[config.mk]
export PLATFORM = sky130hd
export DESIGN_NAME = lcd_reader
export DESIGN_NICKNAME = d
export VERILOG_FILES = /design/src/rtl/lcd_reader.sv
export SDC_FILE = /design/constraint.sdc
export NUM_CORES = 1
export LEC_CHECK = 0
export ABC_AREA = 1
export CAP_MARGIN = 20
export CORE_ASPECT_RATIO = 2
export CORE_MARGIN = 2
export CORE_UTILIZATION = 30
export DETAILED_ROUTE_END_ITERATION = 8
export PLACE_DENSITY = 0.5
export SYNTH_ARGS = -nofsm -noshare
export SYNTH_HDL_FRONTEND = slang
export SYNTH_SLANG_ARGS = --single-unit
[constraint.sdc]
create_clock -name clk -period 2.7 [get_ports clk]
set_input_delay 0.54 -clock clk [delete_from_list [all_inputs] [get_ports clk]]
set_output_delay 0.54 -clock clk [all_outputs]
set_load 0.005 [all_outputs]
[src/rtl/lcd_reader.sv]
`default_nettype none
// ============================================================================
// Module  : lcd_reader
// Brief   : HD44780 8-bit read sequencer: status reads, DDRAM reads, busy polls
// Revision: 1.0
// ============================================================================
module lcd_reader #(
   parameter int HOLD_TIME = 500,
   parameter int MAX_POLLS = 16
) (
   input  logic       clk,
   input  logic       rst,
   input  logic       start,
   input  logic [1:0] op,
   input  logic [6:0] addr,
   input  logic [7:0] lcd_db_in,
   output logic [7:0] lcd_db_out,
   output logic       lcd_db_oe,
   output logic       lcd_rs,
   output logic       lcd_rw,
   output logic       lcd_en,
   output logic [7:0] rd_data,
   output logic       busy_flag,
   output logic [6:0] addr_counter,
   output logic       timeout_err,
   output logic       busy,
   output logic       done_tick
);
   localparam logic [15:0] c_H      = 16'(HOLD_TIME);
   localparam logic [15:0] c_SAMPLE = 16'(2 * HOLD_TIME - 1);
   localparam logic [15:0] c_LAST   = 16'(3 * HOLD_TIME - 1);
   localparam int          c_PW     = $clog2(MAX_POLLS + 1);
   localparam logic [c_PW-1:0] c_MAXP = c_PW'(MAX_POLLS);

   typedef enum logic [2:0] {
      S_IDLE    = 3'd0,
      S_ADDR_WR = 3'd1,
      S_POLL    = 3'd2,
      S_STAT_RD = 3'd3,
      S_DATA_RD = 3'd4,
      S_DONE    = 3'd5
   } state_t;

   state_t          r_state, w_state_nxt;
   logic [15:0]     r_cnt;
   logic [c_PW-1:0] r_polls;
   logic            r_busy_smp;
   logic [c_PW-1:0] w_polls_inc;
   logic            w_in_phase, w_phase_end, w_sample, w_load, w_timeout;

   assign w_in_phase  = (r_state == S_ADDR_WR) || (r_state == S_POLL) ||
                        (r_state == S_STAT_RD) || (r_state == S_DATA_RD);
   assign w_phase_end = w_in_phase && (r_cnt == c_LAST);
   assign w_sample    = w_in_phase && (r_cnt == c_SAMPLE);

   assign lcd_en    = w_in_phase && (r_cnt >= c_H) && (r_cnt <= c_SAMPLE);
   assign busy      = (r_state != S_IDLE);
   assign done_tick = (r_state == S_DONE);

   // w_load marks the edge that opens a new bus phase and loads its pin values
   always_comb begin
      w_state_nxt = r_state;
      w_load      = 1'b0;
      w_timeout   = 1'b0;
      w_polls_inc = r_polls + c_PW'(1);
      case (r_state)
         S_IDLE: begin
            if (start) begin
               w_load = 1'b1;
               case (op)
                  2'b01:   w_state_nxt = S_DATA_RD;
                  2'b10:   w_state_nxt = S_ADDR_WR;
                  default: w_state_nxt = S_STAT_RD;
               endcase
            end
         end
         S_ADDR_WR: begin
            if (w_phase_end) begin
               w_state_nxt = S_POLL;
               w_load      = 1'b1;
            end
         end
         S_POLL: begin
            if (w_phase_end) begin
               if (!r_busy_smp) begin
                  w_state_nxt = S_DATA_RD;
                  w_load      = 1'b1;
               end else if (w_polls_inc == c_MAXP) begin
                  w_state_nxt = S_DONE;
                  w_timeout   = 1'b1;
               end else begin
                  w_state_nxt = S_POLL;
                  w_load      = 1'b1;
               end
            end
         end
         S_STAT_RD, S_DATA_RD: begin
            if (w_phase_end) w_state_nxt = S_DONE;
         end
         S_DONE:  w_state_nxt = S_IDLE;
         default: w_state_nxt = S_IDLE;
      endcase
   end

   always_ff @(posedge clk) begin
      if (rst) begin
         r_state      <= S_IDLE;
         r_cnt        <= 16'd0;
         r_polls      <= '0;
         r_busy_smp   <= 1'b0;
         lcd_db_out   <= 8'd0;
         lcd_db_oe    <= 1'b0;
         lcd_rs       <= 1'b0;
         lcd_rw       <= 1'b0;
         rd_data      <= 8'd0;
         busy_flag    <= 1'b0;
         addr_counter <= 7'd0;
         timeout_err  <= 1'b0;
      end else begin
         r_state <= w_state_nxt;
         r_cnt   <= (w_in_phase && !w_phase_end) ? r_cnt + 16'd1 : 16'd0;

         if (w_sample) begin
            r_busy_smp <= lcd_db_in[7];
            case (r_state)
               S_STAT_RD: begin
                  rd_data      <= lcd_db_in;
                  busy_flag    <= lcd_db_in[7];
                  addr_counter <= lcd_db_in[6:0];
               end
               S_POLL: begin
                  busy_flag    <= lcd_db_in[7];
                  addr_counter <= lcd_db_in[6:0];
               end
               S_DATA_RD: rd_data <= lcd_db_in;
               default: ;
            endcase
         end

         if (r_state == S_IDLE && start) timeout_err <= 1'b0;
         if (w_timeout) begin
            timeout_err <= 1'b1;
            rd_data     <= 8'd0;
         end

         if (r_state == S_ADDR_WR)
            r_polls <= '0;
         else if (r_state == S_POLL && w_phase_end)
            r_polls <= w_polls_inc;

         // rw drops in the same edge that oe rises, so the two never overlap
         if (w_load) begin
            case (w_state_nxt)
               S_ADDR_WR: begin
                  lcd_rs     <= 1'b0;
                  lcd_rw     <= 1'b0;
                  lcd_db_oe  <= 1'b1;
                  lcd_db_out <= {1'b1, addr};
               end
               S_DATA_RD: begin
                  lcd_rs     <= 1'b1;
                  lcd_rw     <= 1'b1;
                  lcd_db_oe  <= 1'b0;
                  lcd_db_out <= 8'd0;
               end
               default: begin
                  lcd_rs     <= 1'b0;
                  lcd_rw     <= 1'b1;
                  lcd_db_oe  <= 1'b0;
                  lcd_db_out <= 8'd0;
               end
            endcase
         end
      end
   end
endmodule
`default_nettype wire

==> summary.txt, run 1 <==
Logic synthesis
  – Syn nets: 380
  – Post-synth top area share: 40.80%
  – Largest cells by area after synthesis: dfxtp_1 41%, nand2_1 8.5%, nor2_1 7.1%
  – Synth cell types: 30
  – Mapped Area: 2551 µm²
  – Gate Count Post-Synth: 355
  – Yosys warns: 0
  – Avg Inst Size Synth: 7.186 µm²
  – Cell taking the most area after synthesis: dfxtp_1
  – Register area share after synthesis: 40.80%
  – Yosys reg bits: 52

STA
  – Slew Viols, Final: 0
  – Setup_tns: 0 ns
  – Worst clock skew: 0.005177 ns
  – Period utilisation layout: 87.94%
  – Final setup margin: 0.3256 ns
  – Least-Margin Pin Slew: 0.6641 ns
  – Final min period: 2.374 ns
  – Final Setup Violations: 0
  – RSZ-0062 raised after global routing: no
  – Hold Violations, Final: 0
  – Slew HR: 55.43%
  – Fmax: 0.4212 GHz

Critical path
  – CP Max Fanout: 3
  – CP Class: flop to primary output
  – Setup crit start: r_cnt[0]$_SDFF_PP0_
  – R2r startpoint: r_polls[0]$_SDFFE_PP0P_
  – Crit end category: primary output
  – CP top delay family: simple AND/OR/NAND/NOR gates
  – Slowest cell delay on critical path: 0.35 ns
  – Req. time, crit path: 2.16 ns
  – CP startpoint kind: flop
  – CP Cell Sequence: ha_1 -> nand2_1 -> nor4_4 -> nor3_1 -> nor4_1 -> dlygate4sd2_1
  – Arrival @ worst endpoint: 1.83 ns
  – Worst path buffer plus inverter count: 1
  – CP max stage cell: dfxtp_1

Pwr
  – Switching share of power: 28.84%
  – Lkg Pwr: 1.171 nW
  – Total power: 1.837 mW
  – Clock power share: 35.6%
  – Sequential Power Share: 45.0%
  – Power Internal: 1.307 mW
  – Cell Pwr Density: 558.4 nW/µm²
  – Combinational power share: 19.3%
  – Sw Pwr: 529.7 µW
  – Peak supply drop: 0.3307 mV

Layout
  – Commonest non-fill, non-tap cells in the layout: 58 x nand2_1, 52 x dfxtp_1, 49 x clkdlybuf4s50_1
  – Layout cells sized above 1: 7.617%
  – Diodes inserted: 0
  – Area Growth Syn to Fin: 28.94%
  – Non-Filler Instances: 505
  – Final nets: 431
  – Most common cell after layout, fill and taps aside: nand2_1
  – Util after Layout: 39.67%

Placed design
  – IO buf count: 50
  – Dpl cells: 497
  – Hpwl dp: 5.323 mm
  – Dpl ws: 0.1962 ns
  – GPL Wtd Cong: 0.8476

Clock tree
  – Clock Pin Slew Worst Setup and Hold Paths: 0.07 ns
  – Clock latency at the later pin of the worst-skew pair: 0.29 ns
  – Root Buffer: clkbuf_16
  – CTS tree: built
  – Number of clock sinks: 52
  – Clock Path Buffers: 2
  – Max H-tree Level: 2
  – Total CTS buffers: 5

Routing
  – Antenna Nets Post-Route: 0
  – Drt first pass iters: 4
  – Via density per instance: 4.784
  – Vias: 2416
  – DR iter-0 viols: 118
  – Drt drc: 0
  – Routed WL: 6.755 mm
  – Wire length per cell: 13.38 µm

Global routing
  – Total track usage: 15.18%
  – Antenna violations before repair: 0
  – Number of global-route vias before repair: 2409
  – Total gr overflow: 0
  – Largest net degree at the start of global routing: 22
  – First-pass GRT wire length: 11.34 mm

Floorplan
  – Core area: 8292 µm²
  – # rows: 47
  – Die area: 9302 µm²
  – Die height: 134.4 µm
  – Die W: 69.21 µm
  – Initial Utilization: 30.77%
  – IO Count: 51

Hold path
  – HP Class: flop to flop
  – Hold Crit Start: lcd_rw$_SDFFE_PP0P_

Run
  – Maxcap violations: 0

Run status
  – Outcome: completed
[through the flow]
step / hold slack, ns / instance area (µm²)
floorplan: 0.4173 / 2551
global placement: 0.4311 / 3137
detailed placement: 0.4319 / 3137
CTS: 0.4431 / 3286
global route: 0.4703 / 3289
finish: 0.4398 / 3289
[synth_stat cells (all sizes together)]
cell type  instances
or2                3
clkbuf             5
o211ai             1
a211oi            11
nor4              12
ha                 5
o21bai             1
xor2               1
nand3             24
o21ai              6
a31oi              2
xnor2              1
buf                4
dfxtp             52
a21oi             31
nor3              22
inv               50
nand2             60
nand4              7
nor2              57
[layer usage]
layer  share of wire, %  up-vias  track usage, %
li1                   -     1270               -
met1                 38     1102           15.04
met2                 57       31           29.54
met3                2.3       13           2.554
met4                2.9        0           7.516
met5                  0        -               0
[logic make-up after synthesis]
kind of cell    Yosys count  share of synthesized area [%]
fa+ha+maj                 5                          2.452
flops                    52                          40.80
xor+xnor                  2                         0.6867
compound gates           52                          11.57
buf+inv                  59                          9.711
simple gates            185                          34.77
[power by group through the flow]
stage / registers, mW / logic (mW) / clock network, mW
after floorplan: 0.833 / 0.236 / 0
after global placement: 0.845 / 0.356 / 0
after detailed placement: 0.845 / 0.359 / 0
after CTS: 0.827 / 0.362 / 0.683
after global routing: 0.832 / 0.398 / 0.704
final: 0.827 / 0.355 / 0.655
[worst register-to-register path, stage by stage, from the launching register on]
cell     delay (ns)
dfxtp_1        0.40
ha_1           0.22
nand2_1        0.06
inv_1          0.11
nand3_1        0.08
nand2_1        0.11
nand4_1        0.22
nor2_1         0.29
nor2_1         0.12
nor2_2         0.28
nand2_1        0.12
nand2_1        0.08
a21oi_1        0.04
[timing repair]
item	in CTS	in global routing
setup buffers	0	0
hold buffers	0	0
gates resized for setup	1	1
setup endpoints to repair	1	3
[final timing paths]
path	to	slack, ns	cells past startpoint
worst max-delay path	lcd_en	0.33	6
worst min-delay path	lcd_rw$_SDFFE_PP0P_	0.44	2
worst max register to register	lcd_rw$_SDFFE_PP0P_	0.46	12
worst min register to register	lcd_rw$_SDFFE_PP0P_	0.44	2
[state kept, by name, indices dropped and copies added, names as in the netlist]
name	flops
rd_data	8
lcd_rs	1
addr_counter	7
r_polls	5
r_cnt	16
r_state	3
timeout_err	1
lcd_db_out	8
r_busy_smp	1
busy_flag	1
lcd_rw	1
[layout make-up]
| cell class | count | area, µm² |
|---|---|---|
| tap | 98 | 122.6 |
| timing repair buffer | 53 | 521.8 |
| inverter | 50 | 187.7 |
| sequential | 52 | 1041 |
| clock inverter | 1 | 7.507 |
| fill | 877 | 5002 |
| clock buffer | 7 | 142.6 |
| multi-input combinational | 244 | 1266 |
Power figures use the tool's default switching activity.
==> inputs of run 2 (changes only) <==
MAX_ROUTING_LAYER = met4   (was unset)
==> run 2 against run 1 <==
Critical path depth is the same. Core utilization is the same. Critical path type unchanged. Largest cell class unchanged. Global-route usage grew 0.45 points.
==> summary.txt, run 2 (synthesized netlist as in run 1, its figures left out) <==
Layout
  – Max reg flops: 16
  – Util after Layout: 39.67%
  – Commonest non-fill, non-tap cells in the layout: 58 x nand2_1, 52 x dfxtp_1, 49 x clkdlybuf4s50_1
  – Final nets: 431
  – Layout cells sized above 1: 7.617%
  – Area Growth Syn to Fin: 28.94%
  – Biggest register: r_cnt
  – Diodes inserted: 0
  – Top Registers: r_cnt x16, lcd_db_out x8, rd_data x8
  – Most common cell after layout, fill and taps aside: nand2_1

Clock tree
  – Hold_buf cts: 0
  – Clock Pin Slew Worst Setup and Hold Paths: 0.07 ns
  – Max H-tree Level: 2
  – Total CTS buffers: 5
  – CTS tree: built
  – # Post-CTS Setup Buffers: 0
  – Number of clock sinks: 52
  – Root Buffer: clkbuf_16
  – Clock latency at the later pin of the worst-skew pair: 0.29 ns
  – Clock Path Buffers: 2

Routing
  – Wire length per cell: 13.35 µm
  – Via density per instance: 4.794
  – Drt drc: 0
  – Antenna Nets Post-Route: 0
  – DR iter-0 viols: 116
  – Vias: 2421
  – Routed WL: 6.740 mm
  – Drt first pass iters: 4

Critical path
  – CP Max Fanout: 3
  – Req. time, crit path: 2.16 ns
  – Slowest cell delay on critical path: 0.35 ns
  – Reg-to-reg slack, setup: 0.45 ns
  – CP Class: flop to primary output
  – CP Cell Sequence: ha_1 -> nand2_1 -> nor4_4 -> nor3_1 -> nor4_1 -> dlygate4sd2_1
  – CP startpoint kind: flop
  – Crit end category: primary output
  – Arrival @ worst endpoint: 1.83 ns
  – CP max stage cell: dfxtp_1

Floorplan
  – Core area: 8292 µm²
  – Initial Utilization: 30.77%
  – # rows: 47
  – Die W: 69.21 µm
  – Die area: 9302 µm²
  – IO Count: 51
  – Die height: 134.4 µm

Pwr
  – Lkg Pwr: 1.171 nW
  – Cell Pwr Density: 558.5 nW/µm²
  – Peak supply drop: 0.3307 mV

Placed design
  – GPL Wtd Cong: 0.8609
  – IO buf count: 50
  – Hpwl dp: 5.323 mm

STA
  – Worst hold margin: 0.4398 ns
  – Least-Margin Pin Slew: 0.6641 ns
  – Setup_tns: 0 ns
  – Slew HR: 55.43%
  – Fmax: 0.4213 GHz
  – Period utilisation layout: 87.92%
  – Final Setup Violations: 0
  – Slew Viols, Final: 0
  – Hold Violations, Final: 0
  – RSZ-0062 raised after global routing: no
  – Final min period: 2.374 ns
  – Worst clock skew: 0.005316 ns

Global routing
  – Largest net degree at the start of global routing: 22
  – Total track usage: 15.63%
  – First-pass GRT wire length: 11.35 mm
  – Antenna violations before repair: 0
  – Number of global-route vias before repair: 2414
  – Total gr overflow: 0

Run status
  – Outcome: completed

Run
  – Maxcap violations: 0

Hold path
  – HP Class: flop to flop
## run 2: cell counts in the layout (fill, tap and decap cells not counted)
Identical to the previous run, type by type.
## run 2: critical path, delay by kind of cell, from the launching register on
kind | cells | cell delay (ns)
buf+inv | 1 | 0.28
fa+ha+maj | 1 | 0.22
simple gates | 4 | 0.70
flops | 1 | 0.35
## run 2: worst paths after layout
kind / end / cells after the start / startpoint
hold / removal: lcd_rw$_SDFFE_PP0P_ / 2 / lcd_rw$_SDFFE_PP0P_
setup / recovery: lcd_en / 6 / r_cnt[0]$_SDFF_PP0_
setup reg to reg: lcd_rw$_SDFFE_PP0P_ / 12 / r_polls[0]$_SDFFE_PP0P_
hold reg to reg: lcd_rw$_SDFFE_PP0P_ / 2 / lcd_rw$_SDFFE_PP0P_
## run 2: routing by layer
metal  track usage (%)  routed length (µm)  vias to the layer above
met5                 -                   0                        -
li1                  -                   -                     1271
met1             15.14                2581                     1103
met4             7.516                 197                        0
met3             2.404                 135                       13
met2             29.59                3826                       34
## run 2: stage by stage
stage               setup WS (ns)  power, mW  std cells  instance area, µm²
floorplan                  0.8271      1.069        355                2551
global placement           0.2405      1.201        497                3137
detailed placement         0.1962      1.204        497                3137
CTS                        0.1870      1.871        505                3286
global route               0.1150      1.936        505                3289
finish                     0.3261      1.837        505                3289
## run 2: report_power, final
group | switching, mW | leakage (nW) | total [mW] | internal (mW)
Combinational | 0.214 | 0.681 | 0.355 | 0.141
Clock | 0.285 | 0.0701 | 0.655 | 0.370
Sequential | 0.0307 | 0.420 | 0.827 | 0.796
## run 2: repair_timing
action,4_1_cts,5_1_grt
hold endpoints to repair,0,0
endpoints found under the setup margin,1,3
pin swaps,0,0
gates resized for setup,1,1
## run 2: area by class of cell
class,instances,area [µm²]
well taps,98,122.6
fillers,877,5002
clock buffers,7,142.6
flip-flops and latches,52,1041
inverters,50,187.7
multi-input cells,244,1266
clock inverters,1,7.507
repair buffers,53,521.8
==> inputs of run 3 (changes only) <==
DONT_BUFFER_PORTS = 1   (was unset)
PLACE_DENSITY = 0.43   (was 0.5)
==> run 3 against run 2 <==
Sequential cell count stayed put. Non-clock buffer count decreased by 51. Sequential power barely moved. Largest power group unchanged. Combinational power fell by 24%. Global-route usage is 0.090 points higher.
==> summary.txt, run 3 (synthesized netlist as in run 1, its figures left out) <==
Run status
  – Outcome: completed

Critical path
  – Crit end category: primary output
  – CP Class: flop to primary output
  – Slowest cell delay on critical path: 0.36 ns
  – Arrival @ worst endpoint: 1.78 ns
  – R2R cell count: 12
  – CP startpoint kind: flop
  – CP Max Fanout: 10
  – Reg-to-Reg End: lcd_rw$_SDFFE_PP0P_
  – CP top delay family: simple AND/OR/NAND/NOR gates
  – Worst path buffer plus inverter count: 2
  – CP Cell Sequence: nand2_1 -> inv_1 -> nand3_1 -> buf_4 -> nor4_4 -> nor3_1 -> nor4_1
  – Req. time, crit path: 2.16 ns
  – R2r startpoint: r_cnt[0]$_SDFF_PP0_
  – Reg-to-reg slack, setup: 0.47 ns
  – CP max stage cell: dfxtp_1

Layout
  – Final Cell Area: 2810 µm²
  – Most common cell after layout, fill and taps aside: nand2_1
  – Max reg flops: 16
  – Biggest register: r_cnt
  – Final nets: 380
  – Diodes inserted: 0
  – Layout cells sized above 1: 8.708%
  – Top Registers: r_cnt x16, lcd_db_out x8, rd_data x8
  – Area Growth Syn to Fin: 10.15%
  – Commonest non-fill, non-tap cells in the layout: 58 x nand2_1, 52 x dfxtp_1, 48 x nor2_1
  – Fill cell count: 907

Global routing
  – Total gr overflow: 0
  – Number of global-route vias before repair: 2359
  – First-pass GRT wire length: 11.30 mm
  – Antenna violations before repair: 0
  – Largest net degree at the start of global routing: 23
  – Total track usage: 15.72%

STA
  – Worst hold margin: 0.3046 ns
  – Worst clock skew: 0.004075 ns
  – Final min period: 2.324 ns
  – RSZ-0062 raised after global routing: no
  – Period utilisation layout: 86.06%
  – Slew Viols, Final: 0
  – Hold Violations, Final: 0
  – Final Setup Violations: 0
  – Slew HR: 54.44%
  – Setup_tns: 0 ns
  – Final setup margin: 0.3763 ns
  – Fmax: 0.4303 GHz
  – Least-Margin Pin Slew: 0.6814 ns

Floorplan
  – Die area: 9302 µm²
  – Die height: 134.4 µm
  – Die W: 69.21 µm
  – # rows: 47
  – Initial Utilization: 30.77%
  – Core area: 8292 µm²
  – IO Count: 51

Clock tree
  – # Post-CTS Setup Buffers: 0
  – Clock Pin Slew Worst Setup and Hold Paths: 0.07 ns
  – Total CTS buffers: 5
  – Root Buffer: clkbuf_16
  – Hold_buf cts: 0
  – Clock latency at the later pin of the worst-skew pair: 0.30 ns
  – CTS tree: built
  – Clock Path Buffers: 2
  – Number of clock sinks: 52
  – Max H-tree Level: 2

Pwr
  – Peak supply drop: 0.2612 mV
  – Lkg Pwr: 0.9987 nW
  – Total power: 1.866 mW
  – Cell Pwr Density: 664.0 nW/µm²

Run
  – Maxcap violations: 0

Hold path
  – Hold Crit Start: rst
  – Worst Hold Depth: 1
  – Hold EP: lcd_db_out[5]$_SDFFE_PP0P_
  – HP Class: input port to flop

Placed design
  – IO buf count: 0
  – Post-DP Area: 2629 µm²
  – Dpl ws: 0.2856 ns
  – Hpwl dp: 5.158 mm
  – GPL Wtd Cong: 0.8274

Routing
  – Antenna Nets Post-Route: 0
  – Drt first pass iters: 4
  – DR iter-0 viols: 199
  – Drt drc: 0
  – Wire length per cell: 14.67 µm
  – Routed WL: 6.661 mm
  – Via density per instance: 4.896
  – Vias: 2223
run 3: cell types whose count changed in the layout (fill, tap and decap cells not counted):
cell | before | now
clkdlybuf4s50_1 | 49 | 0
dlygate4sd2_1 | 1 | 0
clkinv_4 | 0 | 1
bufinv_16 | 0 | 1
buf_4 | 3 | 2
clkinvlp_4 | 1 | 0
clkbuf_1 | 1 | 0
run 3: cell type report:
cell class,count,area (µm²),share of cell area (%)
clock buffer,6,138.9,4.942
clock inverter,2,38.79,1.380
inverter,50,187.7,6.679
multi-input combinational,244,1266,45.06
sequential,52,1041,37.04
tap,98,122.6,4.363
timing repair buffer,2,15.01,0.5343
run 3: repair_timing:
item,in CTS,in global routing
setup endpoints to repair,0,1
resized for setup,0,1
hold endpoints to repair,0,0
run 3: through the flow:
step	utilization, %	std cells
final	33.89	454
after global routing	33.89	454
after CTS	33.85	454
after detailed placement	31.70	446
after global placement	31.70	446
after floorplan	-	355
run 3: report_power, final:
part / internal [mW] / total [mW] / switching (mW)
clock network: 0.465 / 0.766 / 0.301
logic: 0.0755 / 0.270 / 0.195
registers: 0.796 / 0.830 / 0.0340
total: 1.34 / 1.87 / 0.530
run 3: how the worst max path moves through the flow:
stage                                   start                  end  slack (ns)  cells past startpoint
final                     r_cnt[6]$_SDFF_PP0_               lcd_en        0.38                      7
after global routing      r_cnt[0]$_SDFF_PP0_  lcd_rw$_SDFFE_PP0P_        0.19                     12
after CTS                 r_cnt[0]$_SDFF_PP0_  lcd_rw$_SDFFE_PP0P_        0.25                     12
after detailed placement  r_cnt[0]$_SDFF_PP0_  lcd_rw$_SDFFE_PP0P_        0.29                     12
after global placement    r_cnt[0]$_SDFF_PP0_  lcd_rw$_SDFFE_PP0P_        0.33                     12
after floorplan           r_cnt[4]$_SDFF_PP0_               lcd_en        0.83                      7
run 3: worst reg2reg max path: cells and delay by family, from the launching register on:
kind / cells / cell delay [ns]
AO/OA/AOI/OAI: 1 / 0.04
adder cells (fa/ha/maj): 1 / 0.22
buffers and inverters: 2 / 0.14
flip-flops: 1 / 0.36
AND/OR/NAND/NOR: 8 / 1.36
run 3: routing by layer:
layer | share of wire (%) | GRT usage (%)
met1 | 38 | 14.93
met2 | 57 | 30.13
met3 | 3.0 | 3.080
met4 | 1.9 | 6.536
met5 | 0 | -
